File: config.mk
export PLATFORM = sky130hd
export DESIGN_NAME = hazard_scoreboard_flat
export DESIGN_NICKNAME = d
export VERILOG_FILES = /design/src/rtl/hazard_scoreboard_if.sv /design/src/rtl/hazard_scoreboard.sv /design/src/flat_wrapper.sv
export SDC_FILE = /design/constraint.sdc
export NUM_CORES = 1
export LEC_CHECK = 0
export ABC_AREA = 1
export CORE_MARGIN = 5
export CORE_UTILIZATION = 58
export DETAILED_ROUTE_END_ITERATION = 7
export GPL_TIMING_DRIVEN = 0
export PLACE_DENSITY_LB_ADDON = 0.12
export SLEW_MARGIN = 20
export SYNTH_ARGS = -nofsm -noshare
export SYNTH_HDL_FRONTEND = slang
export SYNTH_SLANG_ARGS = --single-unit
File: constraint.sdc
create_clock -name clk -period 3 [get_ports clk]
set_input_delay 0.45 -clock clk [delete_from_list [all_inputs] [get_ports clk]]
set_output_delay 0.45 -clock clk [all_outputs]
set_load 0.03 [all_outputs]
File: src/rtl/hazard_scoreboard_if.sv
// Decoder/pipeline-status bundle seen by the hazard scoreboard, plus the
// stall/flush/bubble/forwarding controls it returns.
interface hazard_scoreboard_if #(
    parameter int XLEN      = 32,
    parameter int NREG_BITS = 5
);
    logic                 dec_valid;
    logic [NREG_BITS-1:0] dec_rs1_id;
    logic [NREG_BITS-1:0] dec_rs2_id;
    logic                 dec_use_rs1;
    logic                 dec_use_rs2;
    logic [NREG_BITS-1:0] dec_rd_id;
    logic                 dec_reg_write;
    logic                 dec_mem_to_reg;
    logic                 ex_redirect;
    logic                 mem_busy;
    logic                 stall_fetch;
    logic                 stall_decode;
    logic                 flush_decode;
    logic                 bubble_ex;
    logic [1:0]           fwd_a_sel;
    logic [1:0]           fwd_b_sel;
    logic [XLEN-1:0]      stall_cycles;

    modport master (
        output dec_valid, dec_rs1_id, dec_rs2_id, dec_use_rs1, dec_use_rs2,
               dec_rd_id, dec_reg_write, dec_mem_to_reg, ex_redirect, mem_busy,
        input  stall_fetch, stall_decode, flush_decode, bubble_ex,
               fwd_a_sel, fwd_b_sel, stall_cycles
    );

    modport slave (
        input  dec_valid, dec_rs1_id, dec_rs2_id, dec_use_rs1, dec_use_rs2,
               dec_rd_id, dec_reg_write, dec_mem_to_reg, ex_redirect, mem_busy,
        output stall_fetch, stall_decode, flush_decode, bubble_ex,
               fwd_a_sel, fwd_b_sel, stall_cycles
    );
endinterface

File: src/rtl/hazard_scoreboard.sv
// Hazard controller for the 5-stage RV32I pipe: shadows EX/MEM/WB, raises
// stall/flush/bubble, registers ALU forwarding selects and counts stall cycles.
module hazard_scoreboard #(
    parameter int XLEN      = 32,
    parameter int NREG_BITS = 5
) (
    input  logic                 clk,
    input  logic                 rst,
    hazard_scoreboard_if.slave   bus
);

    typedef struct packed {
        logic                 v;
        logic [NREG_BITS-1:0] rd;
        logic                 wr;
        logic                 ld;
        logic [NREG_BITS-1:0] rs1;
        logic [NREG_BITS-1:0] rs2;
        logic                 u1;
        logic                 u2;
    } ex_slot_t;

    typedef struct packed {
        logic                 v;
        logic [NREG_BITS-1:0] rd;
        logic                 wr;
        logic                 ld;
    } mem_slot_t;

    // WB never needs the load flag: its result is always forwardable.
    typedef struct packed {
        logic                 v;
        logic [NREG_BITS-1:0] rd;
        logic                 wr;
    } wb_slot_t;

    typedef enum logic [2:0] {
        ACT_RESET    = 3'd0,
        ACT_FREEZE   = 3'd1,
        ACT_REDIRECT = 3'd2,
        ACT_LOAD_USE = 3'd3,
        ACT_ADVANCE  = 3'd4
    } act_e;

    localparam logic [NREG_BITS-1:0] REG_X0    = {NREG_BITS{1'b0}};
    localparam logic [XLEN-1:0]      CNT_MAX   = {XLEN{1'b1}};
    localparam logic [XLEN-1:0]      CNT_ONE   = {{(XLEN-1){1'b0}}, 1'b1};
    localparam ex_slot_t             EX_EMPTY  = {$bits(ex_slot_t){1'b0}};
    localparam mem_slot_t            MEM_EMPTY = {$bits(mem_slot_t){1'b0}};
    localparam wb_slot_t             WB_EMPTY  = {$bits(wb_slot_t){1'b0}};

    ex_slot_t        r_ex;
    mem_slot_t       r_mem;
    wb_slot_t        r_wb;
    logic [1:0]      r_fwd_a;
    logic [1:0]      r_fwd_b;
    logic [XLEN-1:0] r_stall_cycles;

    act_e            w_act;
    logic            w_lu;
    logic            w_stall;
    logic            w_flush;
    logic            w_bubble;
    ex_slot_t        w_nx;
    mem_slot_t       w_nm;
    wb_slot_t        w_nw;
    logic [1:0]      w_fwd_a;
    logic [1:0]      w_fwd_b;

    // Newest producer wins; loads in MEM are skipped because load-use bubbles them.
    function automatic logic [1:0] fwd_pick(
        input logic                 ex_v,
        input logic                 use_rs,
        input logic [NREG_BITS-1:0] rs,
        input mem_slot_t            m,
        input wb_slot_t             w
    );
        logic [1:0] sel;
        sel = 2'b00;
        if (!(ex_v && use_rs && (rs != REG_X0))) begin
            sel = 2'b00;
        end else if (m.v && m.wr && !m.ld && (m.rd == rs)) begin
            sel = 2'b01;
        end else if (w.v && w.wr && (w.rd == rs)) begin
            sel = 2'b10;
        end else begin
            sel = 2'b00;
        end
        return sel;
    endfunction

    // Load-use detection and per-cycle action priority
    always_comb begin
        w_lu  = 1'b0;
        w_act = ACT_ADVANCE;
        if (bus.dec_valid && r_ex.v && r_ex.ld && (r_ex.rd != REG_X0)) begin
            w_lu = (bus.dec_use_rs1 && (bus.dec_rs1_id == r_ex.rd)) ||
                   (bus.dec_use_rs2 && (bus.dec_rs2_id == r_ex.rd));
        end else begin
            w_lu = 1'b0;
        end
        if (rst) begin
            w_act = ACT_RESET;
        end else if (bus.mem_busy) begin
            w_act = ACT_FREEZE;
        end else if (bus.ex_redirect) begin
            w_act = ACT_REDIRECT;
        end else if (w_lu) begin
            w_act = ACT_LOAD_USE;
        end else begin
            w_act = ACT_ADVANCE;
        end
    end

    // Pipeline control outputs for the current cycle
    always_comb begin
        w_stall  = 1'b0;
        w_flush  = 1'b0;
        w_bubble = 1'b0;
        case (w_act)
            ACT_FREEZE: begin
                w_stall = 1'b1;
            end
            ACT_REDIRECT: begin
                w_flush  = 1'b1;
                w_bubble = 1'b1;
            end
            ACT_LOAD_USE: begin
                w_stall  = 1'b1;
                w_bubble = 1'b1;
            end
            default: begin
                w_stall  = 1'b0;
                w_flush  = 1'b0;
                w_bubble = 1'b0;
            end
        endcase
    end

    // Next slot contents and the forwarding selects for the next EX occupant
    always_comb begin
        w_nx.v   = bus.dec_valid;
        w_nx.rd  = bus.dec_rd_id;
        w_nx.wr  = bus.dec_reg_write && (bus.dec_rd_id != REG_X0);
        w_nx.ld  = bus.dec_mem_to_reg;
        w_nx.rs1 = bus.dec_rs1_id;
        w_nx.rs2 = bus.dec_rs2_id;
        w_nx.u1  = bus.dec_use_rs1;
        w_nx.u2  = bus.dec_use_rs2;
        w_nm.v   = r_ex.v;
        w_nm.rd  = r_ex.rd;
        w_nm.wr  = r_ex.wr;
        w_nm.ld  = r_ex.ld;
        w_nw.v   = r_mem.v;
        w_nw.rd  = r_mem.rd;
        w_nw.wr  = r_mem.wr;
        case (w_act)
            ACT_FREEZE: begin
                w_nx = r_ex;
                w_nm = r_mem;
                w_nw = r_wb;
            end
            ACT_REDIRECT, ACT_LOAD_USE: begin
                w_nx.v = 1'b0;
            end
            ACT_ADVANCE: begin
                w_nx.v = bus.dec_valid;
            end
            default: begin
                w_nx = EX_EMPTY;
                w_nm = MEM_EMPTY;
                w_nw = WB_EMPTY;
            end
        endcase
        // Recomputing during a freeze reproduces the held selects exactly.
        w_fwd_a = fwd_pick(w_nx.v, w_nx.u1, w_nx.rs1, w_nm, w_nw);
        w_fwd_b = fwd_pick(w_nx.v, w_nx.u2, w_nx.rs2, w_nm, w_nw);
    end

    // Shadow slots and registered forwarding selects
    always_ff @(posedge clk) begin
        if (rst) begin
            r_ex    <= EX_EMPTY;
            r_mem   <= MEM_EMPTY;
            r_wb    <= WB_EMPTY;
            r_fwd_a <= 2'b00;
            r_fwd_b <= 2'b00;
        end else begin
            r_ex    <= w_nx;
            r_mem   <= w_nm;
            r_wb    <= w_nw;
            r_fwd_a <= w_fwd_a;
            r_fwd_b <= w_fwd_b;
        end
    end

    // Saturating count of fetch-stall cycles
    always_ff @(posedge clk) begin
        if (rst) begin
            r_stall_cycles <= {XLEN{1'b0}};
        end else if (w_stall && (r_stall_cycles != CNT_MAX)) begin
            r_stall_cycles <= r_stall_cycles + CNT_ONE;
        end else begin
            r_stall_cycles <= r_stall_cycles;
        end
    end

    assign bus.stall_fetch  = w_stall;
    assign bus.stall_decode = w_stall;
    assign bus.flush_decode = w_flush;
    assign bus.bubble_ex    = w_bubble;
    assign bus.fwd_a_sel    = r_fwd_a;
    assign bus.fwd_b_sel    = r_fwd_b;
    assign bus.stall_cycles = r_stall_cycles;

endmodule
File: src/flat_wrapper.sv
// flat-port wrapper written by rule: the top's interface ports become plain ports
module hazard_scoreboard_flat 
#(
    parameter int XLEN      = 32,
    parameter int NREG_BITS = 5
)
  (clk, rst, bus_dec_valid, bus_dec_rs1_id, bus_dec_rs2_id, bus_dec_use_rs1, bus_dec_use_rs2, bus_dec_rd_id, bus_dec_reg_write, bus_dec_mem_to_reg, bus_ex_redirect, bus_mem_busy, bus_stall_fetch, bus_stall_decode, bus_flush_decode, bus_bubble_ex, bus_fwd_a_sel, bus_fwd_b_sel, bus_stall_cycles);
  hazard_scoreboard_if #(.XLEN(XLEN), .NREG_BITS(NREG_BITS)) bus_i ();
  input  logic clk;
  input  logic rst;
  input wire logic [$bits(bus_i.dec_valid)-1:0] bus_dec_valid;
  input wire logic [$bits(bus_i.dec_rs1_id)-1:0] bus_dec_rs1_id;
  input wire logic [$bits(bus_i.dec_rs2_id)-1:0] bus_dec_rs2_id;
  input wire logic [$bits(bus_i.dec_use_rs1)-1:0] bus_dec_use_rs1;
  input wire logic [$bits(bus_i.dec_use_rs2)-1:0] bus_dec_use_rs2;
  input wire logic [$bits(bus_i.dec_rd_id)-1:0] bus_dec_rd_id;
  input wire logic [$bits(bus_i.dec_reg_write)-1:0] bus_dec_reg_write;
  input wire logic [$bits(bus_i.dec_mem_to_reg)-1:0] bus_dec_mem_to_reg;
  input wire logic [$bits(bus_i.ex_redirect)-1:0] bus_ex_redirect;
  input wire logic [$bits(bus_i.mem_busy)-1:0] bus_mem_busy;
  output wire logic [$bits(bus_i.stall_fetch)-1:0] bus_stall_fetch;
  output wire logic [$bits(bus_i.stall_decode)-1:0] bus_stall_decode;
  output wire logic [$bits(bus_i.flush_decode)-1:0] bus_flush_decode;
  output wire logic [$bits(bus_i.bubble_ex)-1:0] bus_bubble_ex;
  output wire logic [$bits(bus_i.fwd_a_sel)-1:0] bus_fwd_a_sel;
  output wire logic [$bits(bus_i.fwd_b_sel)-1:0] bus_fwd_b_sel;
  output wire logic [$bits(bus_i.stall_cycles)-1:0] bus_stall_cycles;
  assign bus_i.dec_valid = bus_dec_valid;
  assign bus_i.dec_rs1_id = bus_dec_rs1_id;
  assign bus_i.dec_rs2_id = bus_dec_rs2_id;
  assign bus_i.dec_use_rs1 = bus_dec_use_rs1;
  assign bus_i.dec_use_rs2 = bus_dec_use_rs2;
  assign bus_i.dec_rd_id = bus_dec_rd_id;
  assign bus_i.dec_reg_write = bus_dec_reg_write;
  assign bus_i.dec_mem_to_reg = bus_dec_mem_to_reg;
  assign bus_i.ex_redirect = bus_ex_redirect;
  assign bus_i.mem_busy = bus_mem_busy;
  assign bus_stall_fetch = bus_i.stall_fetch;
  assign bus_stall_decode = bus_i.stall_decode;
  assign bus_flush_decode = bus_i.flush_decode;
  assign bus_bubble_ex = bus_i.bubble_ex;
  assign bus_fwd_a_sel = bus_i.fwd_a_sel;
  assign bus_fwd_b_sel = bus_i.fwd_b_sel;
  assign bus_stall_cycles = bus_i.stall_cycles;
  hazard_scoreboard #(.XLEN(XLEN), .NREG_BITS(NREG_BITS)) u_core (.clk(clk), .rst(rst), .bus(bus_i));
endmodule
# After elaboration in Yosys (flattened, before gate mapping)
# Cells that the tools add are included.
[totals] output_inout_bits=40 in_bits=24 ramBits=0 wordCells=81 memories=0 rom_bits=0 latchBits=0 ff_bits=71
[classes] div=0 eq_ne=11 mux=16 mul=0 n_shift=0 magnitude_cmp=0 bitwise_logic=2 addsub=1 n_reduce_logical=31
[op_table] operator="$pmux W19 S2" count=1
[op_table] operator="$add A32 B1 Y32 const B" count=1
[op_table] operator="$ne A32 B32 Y1 const B" count=1
[op_table] operator="$eq A5 B5 Y1" count=6
[op_table] operator="$reduce_bool A5 Y1" count=4
[op_table] operator="$logic_and A1 B1 Y1" count=18
[op_table] operator="$pmux W8 S2" count=1
[op_table] operator="$pmux W7 S2" count=1
[op_table] operator="$mux W3" count=4
[op_table] operator="$reduce_or A3 Y1" count=3
[op_table] operator="$reduce_or A2 Y1" count=4
[op_table] operator="$eq A3 B2 Y1 const B" count=2
[op_table] operator="$mux W1" count=6
[op_table] operator="$mux W2" count=2
[op_table] operator="$eq A3 B1 Y1 const B" count=1
[op_table] operator="$eq A3 B3 Y1 const B" count=1
[op_table] operator="$not A1 Y1" count=2
[op_table] operator="$pmux W1 S2" count=1
[op_table] operator="$logic_not A1 Y1" count=1
[op_table] operator="$logic_or A1 B1 Y1" count=1

# Logic depth before layout (Yosys ltp)
[logic_depth] ltp_word=15 ltp_mapped=13 mapped_depth_nobuf=12

# Worst setup path after synthesis
# Ideal clock, no wire load.
[synth_timing] path_kind="input-to-output" startpoint="input port bus_dec_rs2_id[4]" endpoint="output port bus_stall_fetch" path_stages=9 n_path_buf=1 path_slack_ns=0.807 arrival_time_ns=1.743 cell_sequence="inv_1 -> nand2_1 -> nand2_1 -> nor2_1 -> nand3_1 -> nand2_1 -> nand3_1 -> a21oi_1 -> buf_4"
[synth_between] elab_chain_len=11 word_cells_on_any_way=12
[synth_rtl] element="from (decl)" line="flat_wrapper.sv:13" rtl="input wire logic [$bits(bus_i.dec_rs2_id)-1:0] bus_dec_rs2_id;"
[synth_rtl] element="$eq A5 B5 Y1 *" line="hazard_scoreboard.sv:98" rtl="(bus.dec_use_rs2 && (bus.dec_rs2_id == r_ex.rd));"
[synth_rtl] element="$logic_and A1 B1 Y1 *" line="hazard_scoreboard.sv:98"
[synth_rtl] element="$logic_or A1 B1 Y1 *" line="hazard_scoreboard.sv:97" rtl="w_lu = (bus.dec_use_rs1 && (bus.dec_rs1_id == r_ex.rd)) ||"
[synth_rtl] element="$mux W1 *" line="hazard_scoreboard.sv:96" rtl="if (bus.dec_valid && r_ex.v && r_ex.ld && (r_ex.rd != REG_X0)) begin"
[synth_rtl] element="$mux W3 *" line="hazard_scoreboard.sv:108" rtl="end else if (w_lu) begin"
[synth_rtl] element="$mux W3 *" line="hazard_scoreboard.sv:106" rtl="end else if (bus.ex_redirect) begin"
[synth_rtl] element="$mux W3 *" line="hazard_scoreboard.sv:104" rtl="end else if (bus.mem_busy) begin"
[synth_rtl] element="$mux W3 *" line="hazard_scoreboard.sv:102" rtl="if (rst) begin"
[synth_rtl] element="$eq A3 B2 Y1 or $eq A3 B1 Y1 (tied branches)" line="hazard_scoreboard.sv:120" rtl="case (w_act)"
[synth_rtl] element="$reduce_or A2 Y1 (no line) *"
[synth_rtl] element="$mux W1 *" line="hazard_scoreboard.sv:120"
[synth_rtl] element="to (decl)" line="flat_wrapper.sv:21" rtl="output wire logic [$bits(bus_i.stall_fetch)-1:0] bus_stall_fetch;"
# Every way passes the cells marked *; elsewhere a longest branch is shown, timed or not.

# Worst setup path in the final report
[layout_timing] startpoint="input port bus_mem_busy" endpoint="output port bus_flush_decode"
[layout_between] elab_chain_len=4
[layout_rtl] element="from (decl)" line="flat_wrapper.sv:20" rtl="input wire logic [$bits(bus_i.mem_busy)-1:0] bus_mem_busy;"
[layout_rtl] element="$mux W3" line="hazard_scoreboard.sv:104"
[layout_rtl] element="$mux W3" line="hazard_scoreboard.sv:102"
[layout_rtl] element="$eq A3 B2 Y1" line="hazard_scoreboard.sv:120"
[layout_rtl] element="$mux W1" line="hazard_scoreboard.sv:120"
[layout_rtl] element="to (decl)" line="flat_wrapper.sv:23" rtl="output wire logic [$bits(bus_i.flush_decode)-1:0] bus_flush_decode;"
# No other way between the ends.

==> results.md <==
- Cells taking the most area after synthesis: sky130_fd_sc_hd__dfxtp_1 (35%), sky130_fd_sc_hd__nand2_1 (19%), sky130_fd_sc_hd__nor2_1 (7.3%), sky130_fd_sc_hd__nand4_1 (5.1%), sky130_fd_sc_hd__inv_1 (4.8%)
- Worst EP required: 2550 ps
- H-Tree Depth: 3
- Min Clock Period, post-route: 2830 ps
- Delay of the slowest cell on the worst path: between 600 and 700 ps
- DRT iter0 DRCs: 250
- Number of buffers and inverters on the critical path: 4
- Worst supply voltage drop on vdd: 347 uV
- Number of fill cells: 573
- Standard-cell row count: 30
- Die outline area: between 8000 and 9000 sq um
- Post-synthesis cell type with the largest combined area: sky130_fd_sc_hd__dfxtp_1
- Total clock buffers created by CTS: 9
- Nature of the critical path endpoint: primary output
- Clk Latency, worst-skew pair: between 300 and 400 ps
- Final max-slew violation count: 0
- Number of global-route vias before repair: between 4000 and 5000
- Fraction of layout instances using a drive strength above 1: 0.0879
- Total overflow reported by the global router: 0
- Number of sinks handled by clock tree synthesis: 71
- PwrDens: ~410 nW/um^2
- Max_cap viols: 0
- Final Cycle Share: 0.943
- DR WL/cell: about 15 microns
- Mapped Nets: about 640
- Placer's final routability congestion estimate: approximately 1
- Setup slack after placement: -101 ps
- Global-route wire length before repair: between 15000 and 20000 microns
- Number of flip-flops and latches in the synthesized netlist: between 70 and 80
- Standard cell core area: around 6800 sq um
- WP data arrival: approximately 2400 ps
- Dominant cell type by count on the critical path: sky130_fd_sc_hd__clkdlybuf4s50_1
- Antenna violations before repair: 0
- Number of detailed-routing iterations run before antenna repair: 5
- Number of nets in the final layout: between 700 and 800
- Worst min-delay path class: in -> reg
- Largest net degree at the start of global routing: 14
- Die X: approximately 94 microns
- Count of inserted antenna diode cells: 0
- Via count: around 4400
- Detailed Place HPWL: between 9000 and 10000 microns
- Total power draw: around 2 mW
- Number of I/O port buffers: slightly above 60
- Count of antenna-violating nets left after detailed routing: 0
- Kind of launch point of the worst setup path: input pin
- Boundary pin count: between 60 and 70
- Synthesized area: slightly above 4000 sq um
- Die extent in y: 93.7 microns
- Maximum frequency from static timing analysis: about 350 MHz
- CTS tree: built
- Critical path type: in -> out
- Final wirelength: ~12000 microns
- Most frequent cells in the layout: sky130_fd_sc_hd__nand2_1 (208), sky130_fd_sc_hd__nor2_1 (79), sky130_fd_sc_hd__dfxtp_1 (71)
- Yosys warnings: 0
- Gate count after technology mapping: between 600 and 700
- Final number of setup-violating endpoints: 0
- Most common cell after layout, fill and taps aside: sky130_fd_sc_hd__nand2_1
- Share of the synthesized area in the top cell type: 0.350
- CP delay by family, top: buffers and inverters
- Sequential share of the synthesized area: 0.350
- Mean number of vias per cell: approximately 5.5
- Final core utilization: 0.740
- DRC violations left: 0
- Slew @ Worst Pin: around 630 ps
- Worst relative slew slack: 0.576
- Post-Synthesis Mean Instance Area: around 6.6 sq um
- Unrepaired setup endpoints after global routing: false
- Initial Util: 0.598
- Critical Path Slowest Stage Cell: sky130_fd_sc_hd__clkdlybuf4s50_1
- Number of hold violations in the final report: 0
- Leakage: around 1.9 nW
- Synth cell types: 35
- Clock transition at the register clock pins on the worst setup and hold paths after CTS: 80 ps
- Cell at the root of the clock tree: sky130_fd_sc_hd__clkbuf_8
- Crit path cell chain: clkdlybuf4s50_1 > nor2_4 > inv_4 > buf_6 > nor2_1 > clkdlybuf4s50_1
- Signed area change from the synthesized netlist to the final layout: 23.7%
- Gr usage total: 0.279
- Largest fanout on the critical path: 10
- Number of buffers on the longest clock path: 2
- Result of the run: finished clean
- Worst path setup slack after routing: around 170 ps
- Worst clock skew: 9.86 ps
[synth_stat cells]
master                     count
sky130_fd_sc_hd__o22ai_1       8
sky130_fd_sc_hd__nand2_1     208
sky130_fd_sc_hd__o22ai_2       4
sky130_fd_sc_hd__inv_2         7
sky130_fd_sc_hd__o21ai_4       8
sky130_fd_sc_hd__o21ai_2       6
sky130_fd_sc_hd__xor2_1       11
sky130_fd_sc_hd__inv_4         1
sky130_fd_sc_hd__nor3_1        9
sky130_fd_sc_hd__a21oi_1      33
sky130_fd_sc_hd__nand3_1      16
sky130_fd_sc_hd__buf_2         5
sky130_fd_sc_hd__nand3b_1     12
sky130_fd_sc_hd__nand4_1      33
sky130_fd_sc_hd__inv_1        52
sky130_fd_sc_hd__nor2_1       79
sky130_fd_sc_hd__xnor2_1       6
sky130_fd_sc_hd__clkbuf_1      9
sky130_fd_sc_hd__nand3_2       1
sky130_fd_sc_hd__buf_6         3
sky130_fd_sc_hd__o21ai_0      10
sky130_fd_sc_hd__o311ai_0      1
sky130_fd_sc_hd__dfxtp_1      71
sky130_fd_sc_hd__a22oi_1       4
sky130_fd_sc_hd__buf_1         2
sky130_fd_sc_hd__nor2_2        2
sky130_fd_sc_hd__buf_4         3
sky130_fd_sc_hd__nand2_2       1
sky130_fd_sc_hd__o211ai_1      1
sky130_fd_sc_hd__or2_2         2
sky130_fd_sc_hd__o21ai_1       3
sky130_fd_sc_hd__ha_1          1
sky130_fd_sc_hd__and2_0        1
sky130_fd_sc_hd__a31oi_1       2
sky130_fd_sc_hd__nor2_4        1
[what timing repair did]
action,CTS,global route
hold buffers,0,0
setup buffers,0,0
setup endpoints to repair,1,3
gates resized for setup,1,3
[sequential cells by signal, summed over array words and instances (netlist names)]
| name | flops |
|---|---|
| u_core.bus.fwd_a_sel | 2 |
| u_core.bus.fwd_b_sel | 2 |
| u_core.bus.stall_cycles | 32 |
| u_core.r_ex | 20 |
| u_core.r_mem | 8 |
| u_core.r_wb | 7 |
[kinds of logic after synthesis]
| group | share of synthesized area |
|---|---|
| AO/OA/AOI/OAI | 0.141 |
| adder cells (fa/ha/maj) | 0.00308 |
| flip-flops | 0.350 |
| XOR/XNOR | 0.0366 |
| buffers and inverters | 0.0862 |
| AND/OR/NAND/NOR | 0.383 |
[final timing paths]
kind | startpoint | endpoint | slack, ps | cells past startpoint
min reg2reg | u_core.r_ex[11] | u_core.r_ex[11] | 490 | 2
max | bus_mem_busy | bus_flush_decode | 170 | 6
min | rst | u_core.r_mem[0] | 330 | 2
max reg2reg | u_core.bus.stall_cycles[0] | u_core.bus.stall_cycles[8] | 580 | 9
[report_power, final]
group	internal [mW]	total [mW]	switching, mW	leakage, nW
Clock	0.435	0.833	0.397	0.106
Combinational	0.0873	0.234	0.147	1.21
Sequential	0.965	0.977	0.0127	0.577
Total	1.49	2.04	0.557	1.89
[through the flow]
step / cells / TNS (ps) / area (sq um) / hold slack (ps)
floorplan: 616 / 0 / 4060 / 428
CTS: 790 / 0 / 5020 / 328
detailed placement: 774 / -112 / 4800 / 461
finish: 790 / 0 / 5030 / 329
global route: 790 / 0 / 5030 / 328
global placement: 774 / -51.3 / 4800 / 456
[layout make-up]
| type | instances | area [sq um] | share of cell area |
|---|---|---|---|
| Buffer | 22 | 123 | 0.0244 |
| Clock buffer | 11 | 151 | 0.0301 |
| Clock inverter | 5 | 63.8 | 0.0127 |
| Inverter | 60 | 228 | 0.0453 |
| Multi-Input combinational cell | 463 | 2290 | 0.457 |
| Sequential cell | 71 | 1420 | 0.283 |
| Tap cell | 96 | 120 | 0.0239 |
| Timing Repair Buffer | 62 | 624 | 0.124 |
[worst reg2reg max path, stage by stage, from the launching register on]
cell and delay (ps):
sky130_fd_sc_hd__dfxtp_1 460, sky130_fd_sc_hd__ha_1 430, sky130_fd_sc_hd__nand3_1 230, sky130_fd_sc_hd__inv_2 130, sky130_fd_sc_hd__nand2_1 140, sky130_fd_sc_hd__nor2_1 190
sky130_fd_sc_hd__nand2_1 150, sky130_fd_sc_hd__clkbuf_1 290, sky130_fd_sc_hd__nand4_1 200, sky130_fd_sc_hd__a21oi_1 80
[layer usage]
layer	GRT usage	vias up	part of all wire
met4	0.155	0	0.053
met1	0.306	1982	0.39
met3	0.0593	47	0.059
met5	0	-	0
met2	0.496	187	0.50
li1	-	2134	-
No activity file was read; power rests on OpenSTA's default activity.
